`src/rtl/fxu_reservation_station_if.sv`:
```
// Dispatch, ROB-snoop and issue signals of one FXU reservation station.
// The slave modport is the station's view; master is the dispatcher/FXU side.
interface fxu_reservation_station_if;
   logic         flush;
   logic         in_instr_valid;
   logic [3:0]   in_rob_idx;
   logic [3:0]   in_opcode;
   logic [7:0]   in_i;
   logic         in_a_valid;
   logic         in_b_valid;
   logic [15:0]  in_a_value;
   logic [15:0]  in_b_value;
   logic [3:0]   in_a_owner;
   logic [3:0]   in_b_owner;
   logic [15:0]  rob_output_valid_flat;
   logic [255:0] rob_output_values_flat;
   logic         fxu_ready;
   logic         full;
   logic         out_valid;
   logic [3:0]   out_rob_idx;
   logic [3:0]   out_opcode;
   logic [7:0]   out_i;
   logic [15:0]  out_a_value;
   logic [15:0]  out_b_value;
   logic [3:0]   dbg_count;

   // Handshake: an instruction moves from the issue register to the FXU on any
   // posedge where out_valid & fxu_ready; out_* stay stable while out_valid & ~fxu_ready.
   modport slave (
      input  flush, in_instr_valid, in_rob_idx, in_opcode, in_i,
             in_a_valid, in_b_valid, in_a_value, in_b_value, in_a_owner, in_b_owner,
             rob_output_valid_flat, rob_output_values_flat, fxu_ready,
      output full, out_valid, out_rob_idx, out_opcode, out_i,
             out_a_value, out_b_value, dbg_count
   );

   modport master (
      output flush, in_instr_valid, in_rob_idx, in_opcode, in_i,
             in_a_valid, in_b_valid, in_a_value, in_b_value, in_a_owner, in_b_owner,
             rob_output_valid_flat, rob_output_values_flat, fxu_ready,
      input  full, out_valid, out_rob_idx, out_opcode, out_i,
             out_a_value, out_b_value, dbg_count
   );
endinterface

```
`src/rtl/fxu_reservation_station.sv`:
```
// FXU reservation station: collapsing queue that snoops ROB results for missing
// operands and issues the oldest fully-ready entry into a single issue register.
module fxu_reservation_station #(
   parameter int DEPTH = 4
) (
   input logic                      clk,
   input logic                      rst,
   fxu_reservation_station_if.slave bus
);
   localparam int CW = $clog2(DEPTH + 1);
   localparam int IW = $clog2(DEPTH);

   typedef struct packed {
      logic        valid;
      logic [3:0]  rob_idx;
      logic [3:0]  opcode;
      logic [7:0]  imm;
      logic        a_rdy;
      logic [15:0] a_value;
      logic [3:0]  a_owner;
      logic        b_rdy;
      logic [15:0] b_value;
      logic [3:0]  b_owner;
   } slot_t;

   slot_t         r_slot [DEPTH];
   logic [CW-1:0] r_count;
   logic          r_full;
   logic          r_out_valid;
   logic [3:0]    r_out_rob_idx;
   logic [3:0]    r_out_opcode;
   logic [7:0]    r_out_i;
   logic [15:0]   r_out_a_value;
   logic [15:0]   r_out_b_value;

   logic [15:0]   w_rob_vld;
   logic [15:0]   w_rob_val [16];
   slot_t         w_woken [DEPTH];
   slot_t         w_up [DEPTH];
   slot_t         w_next [DEPTH];
   slot_t         w_new;
   logic          w_cand_found;
   logic [IW-1:0] w_cand_idx;
   logic          w_issue;
   logic          w_alloc;
   logic [CW-1:0] w_alloc_pos;
   logic [CW-1:0] w_count_nxt;

   // ROB entry k lives at the high end of the flat buses (entry 0 = MSBs).
   always_comb begin
      for (int k = 0; k < 16; k++) begin
         w_rob_vld[k] = bus.rob_output_valid_flat[15-k];
         w_rob_val[k] = bus.rob_output_values_flat[16*(15-k) +: 16];
      end
   end

   always_comb begin
      for (int s = 0; s < DEPTH; s++) begin
         w_woken[s] = r_slot[s];
         if (r_slot[s].valid && !r_slot[s].a_rdy && w_rob_vld[r_slot[s].a_owner]) begin
            w_woken[s].a_rdy   = 1'b1;
            w_woken[s].a_value = w_rob_val[r_slot[s].a_owner];
         end
         if (r_slot[s].valid && !r_slot[s].b_rdy && w_rob_vld[r_slot[s].b_owner]) begin
            w_woken[s].b_rdy   = 1'b1;
            w_woken[s].b_value = w_rob_val[r_slot[s].b_owner];
         end
      end
   end

   always_comb begin
      w_new.valid   = 1'b1;
      w_new.rob_idx = bus.in_rob_idx;
      w_new.opcode  = bus.in_opcode;
      w_new.imm     = bus.in_i;
      w_new.a_owner = bus.in_a_owner;
      w_new.b_owner = bus.in_b_owner;
      w_new.a_rdy   = bus.in_a_valid | w_rob_vld[bus.in_a_owner];
      w_new.a_value = bus.in_a_valid ? bus.in_a_value : w_rob_val[bus.in_a_owner];
      w_new.b_rdy   = bus.in_b_valid | w_rob_vld[bus.in_b_owner];
      w_new.b_value = bus.in_b_valid ? bus.in_b_value : w_rob_val[bus.in_b_owner];
   end

   // Selection looks only at registered ready bits, so a wakeup counts next cycle.
   always_comb begin
      w_cand_found = 1'b0;
      w_cand_idx   = '0;
      for (int s = DEPTH - 1; s >= 0; s--) begin
         if (r_slot[s].valid && r_slot[s].a_rdy && r_slot[s].b_rdy) begin
            w_cand_found = 1'b1;
            w_cand_idx   = IW'(s);
         end
      end
   end

   assign w_issue     = w_cand_found & (~r_out_valid | bus.fxu_ready);
   assign w_alloc     = bus.in_instr_valid & ~r_full;
   assign w_alloc_pos = w_issue ? (r_count - CW'(1)) : r_count;
   assign w_count_nxt = r_count + CW'(w_alloc) - CW'(w_issue);

   always_comb begin
      for (int s = 0; s < DEPTH - 1; s++) begin
         w_up[s] = w_woken[s+1];
      end
      w_up[DEPTH-1] = '0;
      for (int s = 0; s < DEPTH; s++) begin
         w_next[s] = w_woken[s];
         if (w_issue && s >= int'(w_cand_idx)) begin
            w_next[s] = w_up[s];
         end
         if (w_alloc && int'(w_alloc_pos) == s) begin
            w_next[s] = w_new;
         end
      end
   end

   always_ff @(posedge clk) begin
      if (rst || bus.flush) begin
         for (int s = 0; s < DEPTH; s++) begin
            r_slot[s] <= '0;
         end
         r_count       <= '0;
         r_full        <= 1'b0;
         r_out_valid   <= 1'b0;
         r_out_rob_idx <= '0;
         r_out_opcode  <= '0;
         r_out_i       <= '0;
         r_out_a_value <= '0;
         r_out_b_value <= '0;
      end else begin
         for (int s = 0; s < DEPTH; s++) begin
            r_slot[s] <= w_next[s];
         end
         r_count <= w_count_nxt;
         r_full  <= (w_count_nxt == CW'(DEPTH));
         if (w_issue) begin
            r_out_valid   <= 1'b1;
            r_out_rob_idx <= r_slot[w_cand_idx].rob_idx;
            r_out_opcode  <= r_slot[w_cand_idx].opcode;
            r_out_i       <= r_slot[w_cand_idx].imm;
            r_out_a_value <= r_slot[w_cand_idx].a_value;
            r_out_b_value <= r_slot[w_cand_idx].b_value;
         end else if (r_out_valid && bus.fxu_ready) begin
            r_out_valid <= 1'b0;
         end
      end
   end

   assign bus.full        = r_full;
   assign bus.out_valid   = r_out_valid;
   assign bus.out_rob_idx = r_out_rob_idx;
   assign bus.out_opcode  = r_out_opcode;
   assign bus.out_i       = r_out_i;
   assign bus.out_a_value = r_out_a_value;
   assign bus.out_b_value = r_out_b_value;
   assign bus.dbg_count   = 4'(r_count);
endmodule

```
`src/flat_wrapper.sv`:
```
// flat-port wrapper written by rule: the top's interface ports become plain ports
module fxu_reservation_station_flat 
#(
   parameter int DEPTH = 4
)
  (clk, rst, bus_flush, bus_in_instr_valid, bus_in_rob_idx, bus_in_opcode, bus_in_i, bus_in_a_valid, bus_in_b_valid, bus_in_a_value, bus_in_b_value, bus_in_a_owner, bus_in_b_owner, bus_rob_output_valid_flat, bus_rob_output_values_flat, bus_fxu_ready, bus_full, bus_out_valid, bus_out_rob_idx, bus_out_opcode, bus_out_i, bus_out_a_value, bus_out_b_value, bus_dbg_count);
  fxu_reservation_station_if bus_i ();
  input logic clk;
  input logic rst;
  input wire logic [$bits(bus_i.flush)-1:0] bus_flush;
  input wire logic [$bits(bus_i.in_instr_valid)-1:0] bus_in_instr_valid;
  input wire logic [$bits(bus_i.in_rob_idx)-1:0] bus_in_rob_idx;
  input wire logic [$bits(bus_i.in_opcode)-1:0] bus_in_opcode;
  input wire logic [$bits(bus_i.in_i)-1:0] bus_in_i;
  input wire logic [$bits(bus_i.in_a_valid)-1:0] bus_in_a_valid;
  input wire logic [$bits(bus_i.in_b_valid)-1:0] bus_in_b_valid;
  input wire logic [$bits(bus_i.in_a_value)-1:0] bus_in_a_value;
  input wire logic [$bits(bus_i.in_b_value)-1:0] bus_in_b_value;
  input wire logic [$bits(bus_i.in_a_owner)-1:0] bus_in_a_owner;
  input wire logic [$bits(bus_i.in_b_owner)-1:0] bus_in_b_owner;
  input wire logic [$bits(bus_i.rob_output_valid_flat)-1:0] bus_rob_output_valid_flat;
  input wire logic [$bits(bus_i.rob_output_values_flat)-1:0] bus_rob_output_values_flat;
  input wire logic [$bits(bus_i.fxu_ready)-1:0] bus_fxu_ready;
  output wire logic [$bits(bus_i.full)-1:0] bus_full;
  output wire logic [$bits(bus_i.out_valid)-1:0] bus_out_valid;
  output wire logic [$bits(bus_i.out_rob_idx)-1:0] bus_out_rob_idx;
  output wire logic [$bits(bus_i.out_opcode)-1:0] bus_out_opcode;
  output wire logic [$bits(bus_i.out_i)-1:0] bus_out_i;
  output wire logic [$bits(bus_i.out_a_value)-1:0] bus_out_a_value;
  output wire logic [$bits(bus_i.out_b_value)-1:0] bus_out_b_value;
  output wire logic [$bits(bus_i.dbg_count)-1:0] bus_dbg_count;
  assign bus_i.flush = bus_flush;
  assign bus_i.in_instr_valid = bus_in_instr_valid;
  assign bus_i.in_rob_idx = bus_in_rob_idx;
  assign bus_i.in_opcode = bus_in_opcode;
  assign bus_i.in_i = bus_in_i;
  assign bus_i.in_a_valid = bus_in_a_valid;
  assign bus_i.in_b_valid = bus_in_b_valid;
  assign bus_i.in_a_value = bus_in_a_value;
  assign bus_i.in_b_value = bus_in_b_value;
  assign bus_i.in_a_owner = bus_in_a_owner;
  assign bus_i.in_b_owner = bus_in_b_owner;
  assign bus_i.rob_output_valid_flat = bus_rob_output_valid_flat;
  assign bus_i.rob_output_values_flat = bus_rob_output_values_flat;
  assign bus_i.fxu_ready = bus_fxu_ready;
  assign bus_full = bus_i.full;
  assign bus_out_valid = bus_i.out_valid;
  assign bus_out_rob_idx = bus_i.out_rob_idx;
  assign bus_out_opcode = bus_i.out_opcode;
  assign bus_out_i = bus_i.out_i;
  assign bus_out_a_value = bus_i.out_a_value;
  assign bus_out_b_value = bus_i.out_b_value;
  assign bus_dbg_count = bus_i.dbg_count;
  fxu_reservation_station #(.DEPTH(DEPTH)) u_core (.clk(clk), .rst(rst), .bus(bus_i));
endmodule
```
`config.mk`:
```
export PLATFORM = sky130hd
export DESIGN_NAME = fxu_reservation_station_flat
export DESIGN_NICKNAME = d
export VERILOG_FILES = /design/src/rtl/fxu_reservation_station_if.sv /design/src/rtl/fxu_reservation_station.sv /design/src/flat_wrapper.sv
export SDC_FILE = /design/constraint.sdc
export NUM_CORES = 1
export LEC_CHECK = 0
export CAP_MARGIN = 0
export CORE_MARGIN = 5
export CORE_UTILIZATION = 25
export DETAILED_ROUTE_END_ITERATION = 7
export PLACE_DENSITY = 0.46
export SLEW_MARGIN = 20
export SYNTH_ARGS = -nofsm -noshare
export SYNTH_HDL_FRONTEND = slang
export SYNTH_SLANG_ARGS = --single-unit
```
`constraint.sdc`:
```
create_clock -name clk -period 3.78 [get_ports clk]
set_input_delay 0.756 -clock clk [delete_from_list [all_inputs] [get_ports clk]]
set_output_delay 0.756 -clock clk [all_outputs]
set_load 0.02 [all_outputs]
```
Word-level counts from Yosys, hierarchy flattened:

Memory sizes are Yosys's and may differ from the RTL's. A register that Yosys moved wholly into a read port is not among the register bits.
Cells that the tools add are included.

* RAM bits: 236
* output and inout bits: 54
* memories: 1
* input bits: 335
* register bits: 5

* reductions and logical operators: 43
* $add $sub $neg: 3
* bitwise gates (word level): 21
* multiplexer cells: 86
* eq/ne operators: 4
* order comparisons: 23

Memories
* u_core.r_slot: words 4, width 59, rd ports 5, clocked after memory_dff 1, wr ports 4, line fxu_reservation_station.sv:26 `slot_t r_slot [DEPTH];`

Operators with widths (count)
* $mux 59: 12
* $bmux 16 s4: 10
* $mux 16: 22
* $mux 17: 8
* $ge 5x5->1 const B: 10
* $lt 4x5->1 const B: 10
* $not 4->5: 10
* $bmux 1 s4: 10
* $logic_and 1x1->1: 32
* $mux 1: 19
* $eq 3x3->1 const B: 3
* $logic_not 1->1: 8
* $mux 2: 4
* $or 1x1->1: 7
* $ge 1x2->1 const A: 2
* $add 3x1->3: 1
* $eq 3x2->1 const B: 1
* $logic_not 3->1: 1
* $mux 3: 1
* $sub 3x1->3: 1
* $sub 3x1->3 const B: 1
* $and 1x1->1: 2
* $ge 2x2->1 const A: 1
* $not 1->1: 2
* other kinds (2): 2

Depth between registers and ports, before layout:

An unclocked memory read counts as a cell.

* word-level depth: 13
* gate-level depth with buffers: 14

Worst setup path after synthesis:

Ideal clock, no wire load.

* path kind: input port to flip-flop
* start point: in bus_fxu_ready
* end point: mem u_core.r_slot[3][23] (netlist bit)
* required time: 3.648 ns
* arrival: 3.228 ns
* stages: 13
* slack: 0.420 ns
* setup time: 0.132 ns
* cell sequence: nand2b_1 o41ai_4 inv_2 clkbuf_1 ha_1 nor3_1 inv_1 or4_1 and2_1 buf_2 clkbuf_1 nand3_1 a21oi_1

RTL lines
* from (decl): line flat_wrapper.sv:23 `input wire logic [$bits(bus_i.fxu_ready)-1:0] bus_fxu_ready;`
* to (decl): line fxu_reservation_station.sv:26

==> metrics.yaml <==
drive_gt1_frac: 0.3072
ys_seq_elements: 289
grtUsageTotal: 0.2472
slew_headroom: 0.2051
synth_nets: 3665
per_instance_average_area_after_synthesis_um2: 10.43
detail_route.vias_per_cell: 6.446
postCtsHoldBufs: 0
postSynth.asyncResetShare: 0
die_width_um: 382.6
number_of_antenna_violations_at_the_first_check_in_global_routing: 11
setup-violations-final: 0
totalNegativeSetupSlack_ps: 0
min-delay-path-class: "reg -> reg"
period_needed_ps: 3203
cts_tree: "yes"
boundaryPins: 389
simple_gate_area_share_of_the_yosys_netlist: 0.1378
hold_start: "u_core.bus.out_b_value[11]"
synth-edff-count: 0
grt_first_pass_wirelength_mm: 266.0
finalWirelength_mm: 189.2
cts_made_buffers: 38
dominant_combinational_cell_family_by_area_after_synthesis: "multiplexers"
worst-path-buf-inv: 4
reg2reg_setup_slack_ps: 580
seq_power_share: 0.307
cp_top_family: "simple AND/OR/NAND/NOR gates"
post_synth_mux_area_share: 0.5087
sequential_cell_area_um2: 5829
yosys_warnings: 0
dp_hpwl_mm: 133.8
clkPwrFrac: 0.385
tightestPinTransition_ps: 1189
gpl.final_weighted_congestion: 0.8953
power_density_cells_nw_per_um2: 238.5
clock_sinks: 289
hold_path_endpoint: "u_core.bus.out_b_value[11]"
achievable-frequency_ghz: 0.3122
buffer_ports.inserted: 387
grt_setup_unrepaired: "false"
cp_data_required_time_ps: 4260
power.switching_w: 0.003312
finalCritPeriodShare: 0.8473
final_area_um2: 43210
yosys_most_used_dff: "sky130_fd_sc_hd__dfxtp_1"
critPathArrivalTime_ps: 3690
timing.final.max_slew_violations: 0
final_hold_violations: 0
r2r-end: "u_core.r_slot[3][16]"
worstPathCellList: "buf_4 -> and3_1 -> o41ai_4 -> inv_2 -> ha_1 -> nor3_1 -> inv_1 -> or4_1 -> and2_2 -> buf_12 -> o22a_1 -> nor2_1"
count_of_cells_along_the_worst_register_to_register_path: 12
cp_slowest_stage_delay_ps: 480
cts_repair_resizes: 0
postCtsSetupRepairBufs: 0
hold_depth: 2
die_area_um2: 146400
timing.critical_path.to_type: "flop"
die_y_um: 382.6
routedWlPerCell_um: 34.93
h-tree-depth: 2
share_of_the_synthesized_area_in_compound_gates_ao_oa_aoi_oai: 0.1365
clock_tree.root_cell: "sky130_fd_sc_hd__clkbuf_16"
grt_remaining_overflow: 0
ant_nets: 0
rr_startpoint: "u_core.r_slot[1][20]"
standby_leakage_power_nw: 13.45
fin_skew_ps: 43.17
rows: 136
setup.worst_path.class: "reg -> reg"
num-nets-final: 3929
multiInputGateArea_um2: 27550
area_growth_syn_to_layout_pct: 24.50
grt_pass1_vias: 33950
drc: 0
clock_tree.buffer_depth: 3
detailroute.via_count: 34910
pwr-share-comb: 0.307
internal_dissipation_w: 0.006996
clock_latency_ps: 590
fp.coreArea_um2: 137700
post_synth_inst_count: 3327
finalHoldWorstSlack_ps: 452.8
power.switching_fraction: 0.3213
detail_route.first_pass.iterations: 6
syn-cell-area_um2: 34710
timing.max_cap.violations: 0
outcome: "completed"
synth.yosys.seq_area_share: 0.1667
vdd.ir_drop.worst_mv: 0.2746
dpl-instance-area_um2: 41830
cp-start-kind: "flop"
xor_and_xnor_fraction_of_the_mapped_netlist_area: 0.0007570
drt_iter0_drc: 4590
synth_adder_area_share: 0.001298
crit_path_max_fanout: 43
start_util: 0.2521
crit_path_top_delay_cell: "sky130_fd_sc_hd__or4_1"
clock_transition_at_the_registers_of_the_reported_paths_ps: 60
grt_start_max_net_pins: 71
yosys_cell_types: 59
filler_cell_count: 13920
-- how the worst max path moves through the flow --
stage / from / end / cells past startpoint
CTS: u_core.r_slot[1][20] / u_core.r_slot[3][17] / 12
finish: u_core.r_slot[1][20] / u_core.r_slot[3][16] / 12
detailed placement: bus_in_b_valid / u_core.r_slot[0][7] / 6
floorplan: bus_fxu_ready / u_core.r_slot[3][23] / 13
global route: u_core.r_slot[1][20] / u_core.r_slot[3][16] / 12
global placement: bus_in_b_valid / u_core.r_slot[0][7] / 6
-- metrics by stage --
step           setup WS, ps  std cells    util  total power (W)
2_1_floorplan         419.8       3327       -         0.004798
3_3_place_gp          66.36       5343  0.3039         0.006327
3_5_place_dp          59.51       5343  0.3039         0.006339
4_1_cts               612.2       5412  0.3135          0.01032
5_1_grt               405.8       5415  0.3139          0.01062
6_report              577.2       5416  0.3139          0.01031
-- synth_stat cells, types with 4 or more instances --
library cell	instances	area, um^2
sky130_fd_sc_hd__dfxtp_1	289	5786
sky130_fd_sc_hd__nor3_1	18	90.09
sky130_fd_sc_hd__a32oi_1	7	61.31
sky130_fd_sc_hd__mux2i_1	179	1792
sky130_fd_sc_hd__a22oi_1	229	1719
sky130_fd_sc_hd__a311oi_1	72	630.6
sky130_fd_sc_hd__nor2_1	128	480.5
sky130_fd_sc_hd__nand2b_1	61	381.6
sky130_fd_sc_hd__o22ai_1	4	25.02
sky130_fd_sc_hd__buf_1	68	255.2
sky130_fd_sc_hd__o22a_1	16	140.1
sky130_fd_sc_hd__and3_1	12	75.07
sky130_fd_sc_hd__a211o_1	12	105.1
sky130_fd_sc_hd__nand4_1	8	50.05
sky130_fd_sc_hd__nand3_1	215	1076
sky130_fd_sc_hd__nor2b_1	32	200.2
sky130_fd_sc_hd__clkbuf_1	254	953.4
sky130_fd_sc_hd__a221oi_1	20	175.2
sky130_fd_sc_hd__a31o_2	16	140.1
sky130_fd_sc_hd__and2_1	14	87.58
sky130_fd_sc_hd__nand2_1	579	2173
sky130_fd_sc_hd__inv_1	8	30.03
sky130_fd_sc_hd__mux4_2	697	15700
sky130_fd_sc_hd__o221ai_1	48	420.4
sky130_fd_sc_hd__buf_2	76	380.4
sky130_fd_sc_hd__nand3b_1	6	45.04
sky130_fd_sc_hd__a21oi_1	101	505.5
sky130_fd_sc_hd__o211ai_1	27	202.7
sky130_fd_sc_hd__o2111ai_1	4	35.03
sky130_fd_sc_hd__o21ai_0	44	220.2
sky130_fd_sc_hd__a2bb2oi_1	16	140.1
sky130_fd_sc_hd__mux2_2	15	168.9
sky130_fd_sc_hd__a22o_1	9	78.83
-- layout by cell type, fill, tap and decap left out, types with 9 or more instances in the layout --
cell,instances
sky130_fd_sc_hd__nand3_1,214
sky130_fd_sc_hd__nor3_1,17
sky130_fd_sc_hd__mux2i_1,179
sky130_fd_sc_hd__mux2_2,15
sky130_fd_sc_hd__nor2b_1,16
sky130_fd_sc_hd__a2bb2oi_1,16
sky130_fd_sc_hd__a22o_1,9
sky130_fd_sc_hd__mux4_2,697
sky130_fd_sc_hd__a31o_2,16
sky130_fd_sc_hd__nor2_1,117
sky130_fd_sc_hd__buf_4,202
sky130_fd_sc_hd__dfxtp_4,9
sky130_fd_sc_hd__and2_2,9
sky130_fd_sc_hd__clkbuf_1,12
sky130_fd_sc_hd__a211o_1,12
sky130_fd_sc_hd__a21oi_1,97
sky130_fd_sc_hd__nor2b_4,12
sky130_fd_sc_hd__a221oi_1,19
sky130_fd_sc_hd__buf_12,43
sky130_fd_sc_hd__o221ai_1,48
sky130_fd_sc_hd__clkdlybuf4s50_1,381
sky130_fd_sc_hd__nand2_1,574
sky130_fd_sc_hd__and3_1,12
sky130_fd_sc_hd__clkbuf_16,38
sky130_fd_sc_hd__a311oi_1,72
sky130_fd_sc_hd__nand2b_1,61
sky130_fd_sc_hd__o211ai_1,27
sky130_fd_sc_hd__o21ai_0,43
sky130_fd_sc_hd__a22oi_1,229
sky130_fd_sc_hd__o22a_1,16
sky130_fd_sc_hd__dfxtp_1,272
-- tightest hold or removal path, stage by stage, from the launching register on --
cell and delay (ps):
sky130_fd_sc_hd__dfxtp_1 310, sky130_fd_sc_hd__nand2_1 50, sky130_fd_sc_hd__a21oi_1 50
-- flip-flops by register name (all words and copies together) (netlist names) --
name / count
u_core.bus.out_opcode: 4
u_core.r_slot: 236
u_core.bus.full: 1
u_core.bus.out_valid: 1
u_core.bus.out_i: 8
u_core.bus.out_b_value: 16
u_core.bus.out_rob_idx: 4
u_core.r_count: 3
u_core.bus.out_a_value: 16
-- final cells by class --
type,count,area share
multi-input cells,2626,0.6375
inverters,9,0.0007817
clock inverters,14,0.006196
clock buffers,55,0.02464
well taps,1794,0.05194
diodes,2,0.0001158
flip-flops and latches,289,0.1349
repair buffers,627,0.1439
-- layer usage --
layer	GRT usage	routed length, um
met1	0.3286	74270
met2	0.3836	84810
met3	0.06044	19840
met4	0.1058	10110
met5	0.002976	158
-- power by group through the flow --
stage	Clock, W	Combinational, W	Sequential (W)
2_1_floorplan	0	0.00162	0.00318
3_3_place_gp	0	0.00310	0.00323
3_5_place_dp	0	0.00311	0.00323
4_1_cts	0.00404	0.00311	0.00316
5_1_grt	0.00415	0.00330	0.00317
6_report	0.00397	0.00317	0.00317
-- logic make-up (layout without fill, tap and decap cells) --
logic type,count (synthesis),after routing
XOR/XNOR,3,3
adder cells (fa/ha/maj),3,3
AND/OR/NAND/NOR,1088,1088
buffers and inverters,412,705
other,1,3
flip-flops,289,289
AO/OA/AOI/OAI,640,640
multiplexers,891,891
Note: power is estimated with default switching activity, not from simulation.
